**config.mk**
```make
export PLATFORM = sky130hd
export DESIGN_NAME = registerfile_mp
export DESIGN_NICKNAME = d
export VERILOG_FILES = /design/src/rtl/registerfile_mp.sv
export SDC_FILE = /design/constraint.sdc
export NUM_CORES = 2
export LEC_CHECK = 0
export BUFFER_PORTS_ARGS = -buffer_cell sky130_fd_sc_hd__clkbuf_2
export CORE_UTILIZATION = 50
export CTS_CLUSTER_DIAMETER = 120
export DETAILED_ROUTE_END_ITERATION = 7
export PLACE_DENSITY = 0.7
export REMOVE_ABC_BUFFERS = 1
export SLEW_MARGIN = 20
export SYNTH_ARGS = -nofsm -noshare
export SYNTH_HDL_FRONTEND = slang
export SYNTH_SLANG_ARGS = --single-unit
```
**constraint.sdc**
```tcl
create_clock -name clk -period 37.1 [get_ports clk]
set_input_delay 3.71 -clock clk [delete_from_list [all_inputs] [get_ports clk]]
set_output_delay 3.71 -clock clk [all_outputs]
set_load 0.01 [all_outputs]
```
**src/rtl/registerfile_mp.sv**
```systemverilog
// Multi-port MIPS register file: NUM_RD combinational reads, two writeback ports,
// optional same-cycle bypass, hardwired zero register and a pending-write scoreboard.
module registerfile_mp #(
  parameter int DATA_W   = 32,
  parameter int ADDR_W   = 5,
  parameter int NUM_RD   = 2,
  parameter int BYPASS   = 1,
  parameter int ZERO_REG = 1
) (
  input  logic                     clk,
  input  logic                     rst,
  input  logic                     wr0_en,
  input  logic [ADDR_W-1:0]        wr0_reg,
  input  logic [DATA_W-1:0]        wr0_data,
  input  logic                     wr1_en,
  input  logic [ADDR_W-1:0]        wr1_reg,
  input  logic [DATA_W-1:0]        wr1_data,
  input  logic                     rsv_en,
  input  logic [ADDR_W-1:0]        rsv_reg,
  input  logic [NUM_RD*ADDR_W-1:0] rd_reg,
  output logic [NUM_RD*DATA_W-1:0] rd_data,
  output logic [NUM_RD-1:0]        rd_pend,
  output logic                     any_pend
);

  localparam int DEPTH = 1 << ADDR_W;

  logic [DATA_W-1:0] mem [DEPTH];
  logic [DEPTH-1:0]  pend;
  logic [DEPTH-1:0]  pend_nxt;
  logic              wr0_ok;
  logic              wr1_ok;
  logic              rsv_ok;

  // With a hardwired zero register, any update aimed at r0 is dropped here once.
  assign wr0_ok = wr0_en && !((ZERO_REG != 0) && (wr0_reg == '0));
  assign wr1_ok = wr1_en && !((ZERO_REG != 0) && (wr1_reg == '0));
  assign rsv_ok = rsv_en && !((ZERO_REG != 0) && (rsv_reg == '0));

  // Reserve wins over a completing write: it belongs to a younger instruction.
  always_comb begin
    pend_nxt = pend;
    for (int r = 0; r < DEPTH; r++) begin
      if (rsv_ok && (rsv_reg == ADDR_W'(r))) begin
        pend_nxt[r] = 1'b1;
      end else if ((wr0_ok && (wr0_reg == ADDR_W'(r))) ||
                   (wr1_ok && (wr1_reg == ADDR_W'(r)))) begin
        pend_nxt[r] = 1'b0;
      end
    end
  end

  // wr1 is applied last so it wins a same-address collision.
  always_ff @(posedge clk or posedge rst) begin
    if (rst) begin
      for (int r = 0; r < DEPTH; r++) begin
        mem[r] <= '0;
      end
      pend <= '0;
    end else begin
      if (wr0_ok) begin
        mem[wr0_reg] <= wr0_data;
      end
      if (wr1_ok) begin
        mem[wr1_reg] <= wr1_data;
      end
      pend <= pend_nxt;
    end
  end

  always_comb begin
    rd_data = '0;
    rd_pend = '0;
    for (int i = 0; i < NUM_RD; i++) begin
      if ((ZERO_REG != 0) && (rd_reg[i*ADDR_W +: ADDR_W] == '0)) begin
        rd_data[i*DATA_W +: DATA_W] = '0;
        rd_pend[i]                  = 1'b0;
      end else if ((BYPASS != 0) && wr1_en && (wr1_reg == rd_reg[i*ADDR_W +: ADDR_W])) begin
        rd_data[i*DATA_W +: DATA_W] = wr1_data;
        rd_pend[i]                  = 1'b0;
      end else if ((BYPASS != 0) && wr0_en && (wr0_reg == rd_reg[i*ADDR_W +: ADDR_W])) begin
        rd_data[i*DATA_W +: DATA_W] = wr0_data;
        rd_pend[i]                  = 1'b0;
      end else begin
        rd_data[i*DATA_W +: DATA_W] = mem[rd_reg[i*ADDR_W +: ADDR_W]];
        rd_pend[i]                  = pend[rd_reg[i*ADDR_W +: ADDR_W]];
      end
    end
  end

  assign any_pend = |pend;

endmodule

```
Word level (Yosys, flattened, before mapping)
Index checks and enable logic that the tools add are counted.

Flip-flop bits (word level): 1056. Output and inout bits: 67. Logic and storage cells: 445.

Order comparisons: 8. Eq/ne operators: 97. Mux-type cells: 94. Bitwise operators: 4. Reductions and logical operators: 178.

Operators by type and width (number): 1024-bit bitwise mux (2); 1024-bit two-way mux (2); 32-bit two-way mux (12); 32-bit binary-select mux with 5-bit select (2); 32-bit demux with 5-bit select (2); 5-bit == test, second input constant (48); 5-bit by 4-bit == test with 1-bit output, second input constant (24); 1-bit logical AND (105); 1-bit two-way mux (72); 2-bit nonzero test (32); 5-bit by 3-bit == test with 1-bit output, second input constant (12); 1-bit logical OR (32); 32-bit OR reduction (1); 5-bit by 2-bit == test with 1-bit output, second input constant (6); 5-bit logical NOT (5); 6-bit >= comparator, second input constant (4); 5-bit inverter with 6-bit output (4); 5-bit == test (4); 5-bit by 1-bit == test with 1-bit output, second input constant (3); 5-bit by 6-bit < comparator with 1-bit output, second input constant (2); 6-bit by 1-bit < comparator with 1-bit output, second input constant (2); 1-bit binary-select mux with 5-bit select (2); 1-bit logical NOT (3).

Depth between registers and ports, before layout
Depth after elaboration: 9. Depth in mapped cells: 10. Gate-level depth less buffers: 5.

Least setup slack after synthesis
No wires, ideal clock.

Kind: input to output. From: input port rd_reg[5]. To: output port rd_data[32]. Arrival: 5.569 ns. Required time: 33.390 ns. Path slack: 27.821 ns. Stages on the path: 8. Path buffers: 3. Cell sequence: clkbuf_1 buf_4 buf_2 mux4_2 o22ai_1 nor2_1 and4_1 a221o_1.

Cells in the longest elaborated chain, start to end: 7.

Ends and longest elaborated chain: start, declared (RTL line 20) `input logic [NUM_RD*ADDR_W-1:0] rd_reg,`; 5-bit inverter with 6-bit output (not written as such) (RTL line 85) `rd_data[i*DATA_W +: DATA_W] = mem[rd_reg[i*ADDR_W +: ADDR_W]];`; 32-bit binary-select mux with 5-bit select (RTL line 85); 32-bit two-way mux (not written as such) (2 in a row) (RTL line 85); 32-bit two-way mux (RTL line 81) `end else if ((BYPASS != 0) && wr0_en && (wr0_reg == rd_reg[i*ADDR_W +: ADDR_W])) begin`; 32-bit two-way mux (RTL line 78) `end else if ((BYPASS != 0) && wr1_en && (wr1_reg == rd_reg[i*ADDR_W +: ADDR_W])) begin`; 32-bit two-way mux (*) (RTL line 75) `if ((ZERO_REG != 0) && (rd_reg[i*ADDR_W +: ADDR_W] == '0)) begin`; end, declared (RTL line 21) `output logic [NUM_RD*DATA_W-1:0] rd_data,`.

Mark *: on every way between the ends. The rest lies on a longest branch, timed or not. The select of a mux whose other input is x is not followed.

Worst setup path in the final report
From: input port rd_reg[6]. To: output port rd_data[47].

Same word-level chain as after synthesis.

==> out/results.ini <==
[run_status]
status=finished, violations left
violations=design-rule violations

[global_routing]
overflow=0
grt_pass1_wl_um=380000
grt_pass1_vias=54200
antenna_found_initial=13
grt_use_total_pct=38.4
grt_max_degree=182

[floorplanning]
dieArea_um2=135000
num_io_pins=161
die_x_um=367
initial_core_util_pct=50.6
rows=133
die_h_um=367
core-area_um2=132000

[clocking]
cts_tree=done
clock_latency_ps=750
htreeDepth=3
cts_buffer_depth=3
clockRootBuffer=clkbuf_16
cts_sinks=1056
cts.clk_slew.worst_paths_ps=60
postCtsHoldBufs=0
post_cts_buffers=0
cts_resized=0
numCtsBuffers=113

[route]
wl_per_cell_um=33.2
routed_via_density=7.19
vias=56900
drtIter0Drc=9370
drc=8
antenna_left=0
dr.pass1.iters=8
drt_wl_total_um=263000

[synth]
yosys_most_used_dff=dfrtp_1
synth_cell_type_count=65
yosys_warnings=0
synth_cells=6471
synth.avg_cell_area_um2=10.3
synth-seq-area-share_pct=39.7
netlist_area_um2=66600
synth-edff-count=0
async_flop_share_pct=100
yosys_register_bits=1056

[sta]
tightest_slew_ps=1430
finalWorstPathRequiredPeriod_ps=11720
finClkSkew_ps=0
hold_viol=0
slew_viol_final=0
relSlewSlack_pct=4.22
post-route-period-util_pct=31.6
fmax_ghz=0.0853
setup_viol=0
worst_hold_slack_ps=394
rsz0062_at_grt=no
finalSetupTns_ps=0

[worst_setup_path]
cp_max_fo=50
max_stage_delay_ps=820
worstSetupPathType=in2out
worstPathCellList=buf_8, buf_4, xor2_1, nor2_1, a21oi_4, buf_4, nor2b_4, buf_4, a221o_1, clkbuf_2
r2r_start=mem[799]
required_ps=33390
crit_buf_inv=5
r2r_end=mem[799]
worstPathArrival_ps=8010
cp_common_cell=buf_4
reg2regPathDepth=2
crit_family=buffers and inverters
crit_slowest_cell=nor2b_4
endpoint_kind=output pin
startpoint_type=primary input
r2r_setup_slack_ps=36030

[final_layout]
area_growth_pct=7.40
nets=6139
final_cell_area_um2=71600
mostFrequentLayoutCell=dfrtp_1
instances_no_fill=7906
nFillCells=11200
final_cell_mix=1056 x dfrtp_1, 987 x mux2i_1, 681 x nor2_1, 610 x a21oi_1, 517 x nand2_1
multi_input_area_um2=36900
regArea_um2=26400
drive_gt1_share_pct=17.5

[placement]
dp.cells=7682
io_buffers=160
dpl.hpwl_um=141000
placed_area_um2=67400
place.gp.congestion=0.939

[power]
power.total_uw=3890
leakagePower_uw=0.0311
pwr_density_cell_nw_per_um2=54.4
peakVddDrop_v=0.0000407

[hold_path]
hp-class=reg2reg
hold_end=mem[1004]
min_from=mem[1004]
worstHoldPathCells=0

[run]
cap_violations=0

[registers in the layout, indices dropped and copies added (netlist names)]
name	flops
pend	32
mem	1024
[through the flow]
step | utilization (%) | worst slack [ps]
after floorplan | - | 3670
after CTS | 54.2 | 25650
after global routing | 54.3 | 25480
after detailed placement | 51.2 | 25660
final | 54.3 | 25380
after global placement | 51.2 | 25690
[power breakdown]
part | total [uW] | switching [uW] | internal (uW)
Combinational | 958 | 453 | 506
Clock | 1240 | 517 | 725
Sequential | 1690 | 244 | 1450
[cell families after synthesis]
kind of cell | count (synthesis) | synth area share [%]
simple gates | 1491 | 9.52
xor+xnor | 20 | 0.263
buf+inv | 866 | 5.68
mux | 1490 | 31.2
compound gates | 1548 | 13.7
flops | 1056 | 39.7
[final cells by class]
type / count / area share (%)
inverters: 41 / 0.226
diodes: 9 / 0.0315
flip-flops and latches: 1056 / 36.9
multi-input cells: 4549 / 51.6
clock inverters: 47 / 0.832
clock buffers: 165 / 4.76
repair buffers: 284 / 2.59
well taps: 1755 / 3.07
[Yosys cell counts, types with 31 or more instances]
cell      count  area (um^2)
nor2_1      699         2620
buf_1        87          327
nand2_1     540         2030
inv_1        40          150
mux2_2       35          394
nand3_1      36          180
o21ai_0     422         2110
a22o_1       32          280
a32oi_1      71          622
mux4_2      466        10500
dfrtp_1    1056        26400
a221o_1      31          310
o32ai_1      32          280
a21oi_1     611         3060
a22oi_1      88          661
clkbuf_1    547         2050
mux2i_1     987         9880
o22ai_1      93          582
o21ai_1      64          320
and4_1       33          289
buf_4        44          330
buf_2       117          586
nor3_1       69          345
[how the worst max path moves through the flow]
stage                   start     endpoint  slack, ps  depth (start not counted)
floorplan                 rst       mem[0]       3670                          1
global placement    rd_reg[3]  rd_data[25]      25690                          9
detailed placement  rd_reg[6]  rd_data[47]      25660                         10
CTS                 rd_reg[1]  rd_data[15]      25650                         10
global route        rd_reg[2]  rd_data[14]      25480                          9
finish              rd_reg[6]  rd_data[47]      25380                         10
[per-layer routing]
metal,part of all wire [%],track usage (%)
met4,7.2,24.2
met1,36,50.3
met2,41,53.5
met5,0.054,0.997
met3,16,14.4
No activity file was read; power rests on OpenSTA's default activity.
